$ cat src/rtl/decode_stage.sv
// Instruction-decode stage: drives register-file read addresses, decodes the
// fetched word and holds the result in the ID/EX register with load-use bubbling.
module decode_stage #(
  parameter int DW = 20,
  parameter int AW = 4,
  parameter int CW = 16
) (
  input  logic          clock,
  input  logic          reset,
  input  logic          if_valid,
  input  logic [DW-1:0] if_instr,
  input  logic [DW-1:0] if_pc,
  output logic          id_ready,
  output logic [AW-1:0] rf_raddr1,
  output logic [AW-1:0] rf_raddr2,
  input  logic [DW-1:0] rf_data1,
  input  logic [DW-1:0] rf_data2,
  input  logic          flush,
  input  logic          ex_stall,
  output logic          ex_valid,
  output logic [3:0]    ex_op,
  output logic [AW-1:0] ex_rd,
  output logic [AW-1:0] ex_rs1,
  output logic [AW-1:0] ex_rs2,
  output logic [DW-1:0] ex_a,
  output logic [DW-1:0] ex_b,
  output logic [DW-1:0] ex_imm,
  output logic [DW-1:0] ex_pc,
  output logic          ex_reg_write,
  output logic          ex_mem_read,
  output logic          ex_mem_write,
  output logic          ex_use_imm,
  output logic          ex_branch,
  output logic          ex_jump,
  output logic          ex_illegal,
  output logic [CW-1:0] stall_count
);

  localparam logic [3:0] OpAdd  = 4'd1;
  localparam logic [3:0] OpOr   = 4'd4;
  localparam logic [3:0] OpAddi = 4'd5;
  localparam logic [3:0] OpLd   = 4'd6;
  localparam logic [3:0] OpSt   = 4'd7;
  localparam logic [3:0] OpBeq  = 4'd8;
  localparam logic [3:0] OpJ    = 4'd9;

  typedef struct packed {
    logic          valid;
    logic [3:0]    op;
    logic [AW-1:0] rd;
    logic [AW-1:0] rs1;
    logic [AW-1:0] rs2;
    logic [DW-1:0] a;
    logic [DW-1:0] b;
    logic [DW-1:0] imm;
    logic [DW-1:0] pc;
    logic          regWrite;
    logic          memRead;
    logic          memWrite;
    logic          useImm;
    logic          branch;
    logic          jump;
    logic          illegal;
  } idEx_t;

  idEx_t exReg;
  idEx_t decoded;
  logic [3:0] op;
  logic storeOrBranch;
  logic usesRs1;
  logic usesRs2;
  logic hazard;

  assign op            = if_instr[19:16];
  assign storeOrBranch = (op == OpSt) || (op == OpBeq);
  assign rf_raddr1     = if_instr[11:8];
  assign rf_raddr2     = storeOrBranch ? if_instr[15:12] : if_instr[7:4];
  assign usesRs1       = (op >= OpAdd) && (op <= OpBeq);
  assign usesRs2       = ((op >= OpAdd) && (op <= OpOr)) || storeOrBranch;

  // A load still in ID/EX cannot forward in time to a consumer sitting in ID.
  assign hazard = exReg.valid && exReg.memRead && if_valid &&
                  ((usesRs1 && (exReg.rd == rf_raddr1)) ||
                   (usesRs2 && (exReg.rd == rf_raddr2)));

  // Handshake: IF's word is consumed on a posedge where if_valid && id_ready;
  // under flush id_ready is high but the word is dropped rather than captured.
  assign id_ready = !reset && (flush || (!ex_stall && !hazard));

  always_comb begin
    decoded       = '0;
    decoded.valid = 1'b1;
    decoded.op    = op;
    decoded.rs1   = rf_raddr1;
    decoded.rs2   = rf_raddr2;
    decoded.rd    = storeOrBranch ? '0 : if_instr[15:12];
    decoded.a     = rf_data1;
    decoded.b     = rf_data2;
    decoded.pc    = if_pc;
    decoded.imm   = (op == OpJ) ? {{(DW-12){if_instr[11]}}, if_instr[11:0]}
                                : {{(DW-8){if_instr[7]}}, if_instr[7:0]};
    case (op)
      4'd0: ;
      4'd1, 4'd2, 4'd3, 4'd4: decoded.regWrite = 1'b1;
      OpAddi: begin
        decoded.regWrite = 1'b1;
        decoded.useImm   = 1'b1;
      end
      OpLd: begin
        decoded.regWrite = 1'b1;
        decoded.memRead  = 1'b1;
        decoded.useImm   = 1'b1;
      end
      OpSt: begin
        decoded.memWrite = 1'b1;
        decoded.useImm   = 1'b1;
      end
      OpBeq:   decoded.branch  = 1'b1;
      OpJ:     decoded.jump    = 1'b1;
      default: decoded.illegal = 1'b1;
    endcase
  end

  always_ff @(posedge clock) begin
    if (reset) begin
      exReg       <= '0;
      stall_count <= '0;
    end else if (flush) begin
      exReg <= '0;
    end else if (ex_stall) begin
      exReg <= exReg;
    end else if (hazard) begin
      exReg <= '0;
      if (stall_count != '1) stall_count <= stall_count + 1'b1;
    end else if (if_valid) begin
      exReg <= decoded;
    end else begin
      exReg <= '0;
    end
  end

  assign ex_valid     = exReg.valid;
  assign ex_op        = exReg.op;
  assign ex_rd        = exReg.rd;
  assign ex_rs1       = exReg.rs1;
  assign ex_rs2       = exReg.rs2;
  assign ex_a         = exReg.a;
  assign ex_b         = exReg.b;
  assign ex_imm       = exReg.imm;
  assign ex_pc        = exReg.pc;
  assign ex_reg_write = exReg.regWrite;
  assign ex_mem_read  = exReg.memRead;
  assign ex_mem_write = exReg.memWrite;
  assign ex_use_imm   = exReg.useImm;
  assign ex_branch    = exReg.branch;
  assign ex_jump      = exReg.jump;
  assign ex_illegal   = exReg.illegal;

endmodule

$ cat config.mk
export PLATFORM = sky130hd
export DESIGN_NAME = decode_stage
export DESIGN_NICKNAME = d
export VERILOG_FILES = /design/src/rtl/decode_stage.sv
export SDC_FILE = /design/constraint.sdc
export NUM_CORES = 1
export LEC_CHECK = 0
export ABC_AREA = 1
export BUFFER_PORTS_ARGS = -buffer_cell sky130_fd_sc_hd__buf_4
export CORE_MARGIN = 4
export CORE_UTILIZATION = 48
export DETAILED_ROUTE_END_ITERATION = 10
export MAX_ROUTING_LAYER = met4
export PLACE_DENSITY = 0.8
export RECOVER_POWER = 25
export SYNTH_ARGS = -nofsm -noshare
export SYNTH_HDL_FRONTEND = slang
export SYNTH_SLANG_ARGS = --single-unit
$ cat constraint.sdc
create_clock -name clock -period 2.43 [get_ports clock]
set_input_delay 0.3645 -clock clock [delete_from_list [all_inputs] [get_ports clock]]
set_output_delay 0.3645 -clock clock [all_outputs]
set_load 0.01 [all_outputs]
==> summary.md <==
| Metric | Value |
|---|---|
| Layout cells sized above 1 | `23.0%` |
| Clk buf depth | `2` |
| Total grt overflow | `0` |
| Critical path peak fanout | `9` |
| Syn-to-layout area delta | `30.7%` |
| Vias in the first global route | `5033` |
| Seq cells post-synth | `112` |
| Clock Skew | `7.66 ps` |
| Synth Flop Type | `dfxtp_1` |
| Synth top area share | `43.7%` |
| Number of core rows | `37` |
| # setup viols final | `0` |
| DR vias/cell | `5.52` |
| Crit path DAT | `1900 ps` |
| Reg2Reg Setup Slack | `420 ps` |
| DRT Pass-1 Iters | `5` |
| Slew @ Worst Pin | `1010 ps` |
| DIE AREA | `12400 um2` |
| Final period utilization | `93.3%` |
| Fillers | `956` |
| Worst skew pair latency | `370 ps` |
| Normalized max-slew margin | `32.5%` |
| Clock-pin slew on the worst setup and hold paths | `100 ps` |
| Mapped Cells | `691` |
| Setup crit start kind | `input port` |
| Reg-to-Reg Start | `stall_count[1]` |
| Distinct cells, synth | `30` |
| Final wirelength | `15900 um` |
| Synth Warn # | `0` |
| Post-route ant nets | `0` |
| Commonest cells in the netlist | `nand2_1, dfxtp_1, nand4_1, a21oi_1, inv_1` |
| Die Span Y | `111 um` |
| TritonCTS clock tree | `yes` |
| Fin. Hold Viols | `0` |
| Top-count cell post-synth | `nand2_1` |
| Max_cap viols | `0` |
| Initial antenna violation count | `0` |
| Largest area contributor in the netlist | `dfxtp_1` |
| Max Slew Vio Count | `0` |
| Pwr/cell area | `535 nW/um2` |
| Leak Pwr | `2.80 nW` |
| First-pass GRT wire length | `25000 um` |
| Post-synth EDFFs | `0` |
| RSZ-0062 raised after global routing | `false` |
| Worst endpoint required time | `2070 ps` |
| Initial Util | `49.5%` |
| CTS root buf | `clkbuf_8` |
| Outcome | `complete, no violations` |
| R2r endpoint | `stall_count[5]` |
| Hold endpoint | `ex_a[8]` |
| Hpwl dp | `11300 um` |
| Hold WC Path Type | `in2reg` |
| Core Footprint | `10400 um2` |
| Gr usage total | `24.9%` |
| Routed length per instance | `15.9 um` |
| RD Place Congestion | `0.970` |
| CTS Sinks | `112` |
| NumNets Final | `946` |
| Worst vdd ir | `303 uV` |
| # H-tree levels | `3` |
| DRC violations left | `0` |
| Synthesized cell area | `5130 um2` |
| Min Clock Period, post-route | `2270 ps` |
| Total power | `3.59 mW` |
| WHS Path Cells | `3` |
| DRT iter0 DRCs | `549` |
| Syn Nets | `777` |
| Top post-synthesis cells by area | `dfxtp_1, nand4_1, nand2_1` |
| Hold_buf cts | `0` |
| Largest net degree at the start of global routing | `97` |
| TritonCTS Buffers | `9` |
| Synth Area per Inst | `7.43 um2` |
| Final setup TNS | `0 ps` |
| Via count | `5528` |
| Max frequency | `441 MHz` |
| CP Capture Type | `output pin` |
| Register-to-Register Path Depth | `9` |
| Seq/Total Area, Yosys | `43.7%` |
| CP Class | `in2out` |
| Number of buffers added on ports | `213` |
| N_diodes | `0` |
| Number of I/O pins | `214` |
| Asr flop ratio synth | `0%` |
| HP Start | `rf_data1[8]` |
| DIE WIDTH | `111 um` |
-- final cells by class --
type | count | area [um2] | area share (%)
multi-input combinational | 455 | 2340 | 34.9
sequential | 112 | 2240 | 33.4
timing repair buffer | 226 | 1520 | 22.7
inverter | 56 | 210 | 3.13
tap | 136 | 170 | 2.53
clock buffer | 10 | 138 | 2.05
clock inverter | 6 | 91.3 | 1.36
-- logic make-up after synthesis --
group	count (synthesis)	synth area share (%)
buffers and inverters	124	11.2
AND/OR/NAND/NOR	333	31.8
adder cells (fa/ha/maj)	1	0.244
XOR/XNOR	8	1.36
AO/OA/AOI/OAI	113	11.7
flip-flops	112	43.7
-- how the worst max path moves through the flow --
stage,cells past startpoint,end,start
after floorplan,15,id_ready,if_instr[17]
final,16,id_ready,if_instr[19]
after detailed placement,15,id_ready,if_instr[19]
after global placement,15,id_ready,if_instr[17]
after CTS,15,id_ready,if_instr[19]
after global routing,16,id_ready,if_instr[19]
-- flip-flops by register name, indices dropped and copies added (netlist names) --
register      cells
ex_a             20
ex_b             20
ex_pc            20
stall_count      16
ex_imm           12
ex_op             4
ex_rd             4
ex_rs1            4
ex_rs2            4
ex_branch         1
ex_illegal        1
ex_jump           1
ex_mem_read       1
ex_mem_write      1
ex_reg_write      1
ex_use_imm        1
ex_valid          1
-- metal layers --
layer | up-vias | wire [um] | global-route usage [%]
li1 | 2668 | - | -
met3 | 41 | 1140 | 3.97
met5 | - | 0 | -
met1 | 2557 | 6580 | 30.6
met4 | 0 | 576 | 11.5
met2 | 262 | 7650 | 40.1
-- power breakdown --
part           internal [mW]  switching, mW
registers               1.87         0.0188
logic                  0.199          0.262
clock network          0.614          0.630
total                   2.68          0.911
-- through the flow --
| step | util (%) | area [um2] | std cells | worst slack, ps | hold slack [ps] |
|---|---|---|---|---|---|
| 3_3_place_gp | 64.6 | 6690 | 985 | 200 | 445 |
| 6_report | 64.7 | 6710 | 1001 | 163 | 263 |
| 5_1_grt | 64.7 | 6710 | 1001 | 3.54 | 254 |
| 2_1_floorplan | - | 5130 | 691 | 269 | 481 |
| 3_5_place_dp | 64.6 | 6690 | 985 | 147 | 456 |
| 4_1_cts | 66.8 | 6920 | 1001 | 136 | 241 |
-- placed cells by master (no fill, tap or decap), drive strengths merged --
cell type | synthesis | layout
nand4 | 106 | 106
and3 | 2 | 2
o21bai | 12 | 12
o21ai | 1 | 1
nand2 | 159 | 159
clkinvlp | 0 | 2
clkbuf | 34 | 70
o2111ai | 1 | 1
ha | 1 | 1
nor4 | 2 | 2
bufinv | 0 | 2
inv | 56 | 57
dfxtp | 112 | 112
xor2 | 6 | 6
nand3 | 15 | 15
clkinv | 0 | 1
xnor2 | 2 | 2
o21a | 1 | 1
buf | 34 | 166
a21oi | 98 | 98
nor3 | 6 | 6
nor2 | 41 | 41
nand3b | 2 | 2
-- critical path, cell delays in order --
cell and delay [ps]:
buf_4 130, inv_1 80, nor2_2 130, nand2_4 120
nand2_8 110, nand2_1 90, nand2_2 80, nand2_1 60
nand2_1 50, nor2_1 50, nand3_1 70, nand2_2 90
nand2_4 110, nand2_1 80, a21oi_1 150, buf_4 140
-- what timing repair did --
action	in CTS	in global routing
setup endpoints to repair	0	1
setup buffers	0	0
gates resized for setup	0	3
Note: power is estimated with default switching activity, not from simulation.
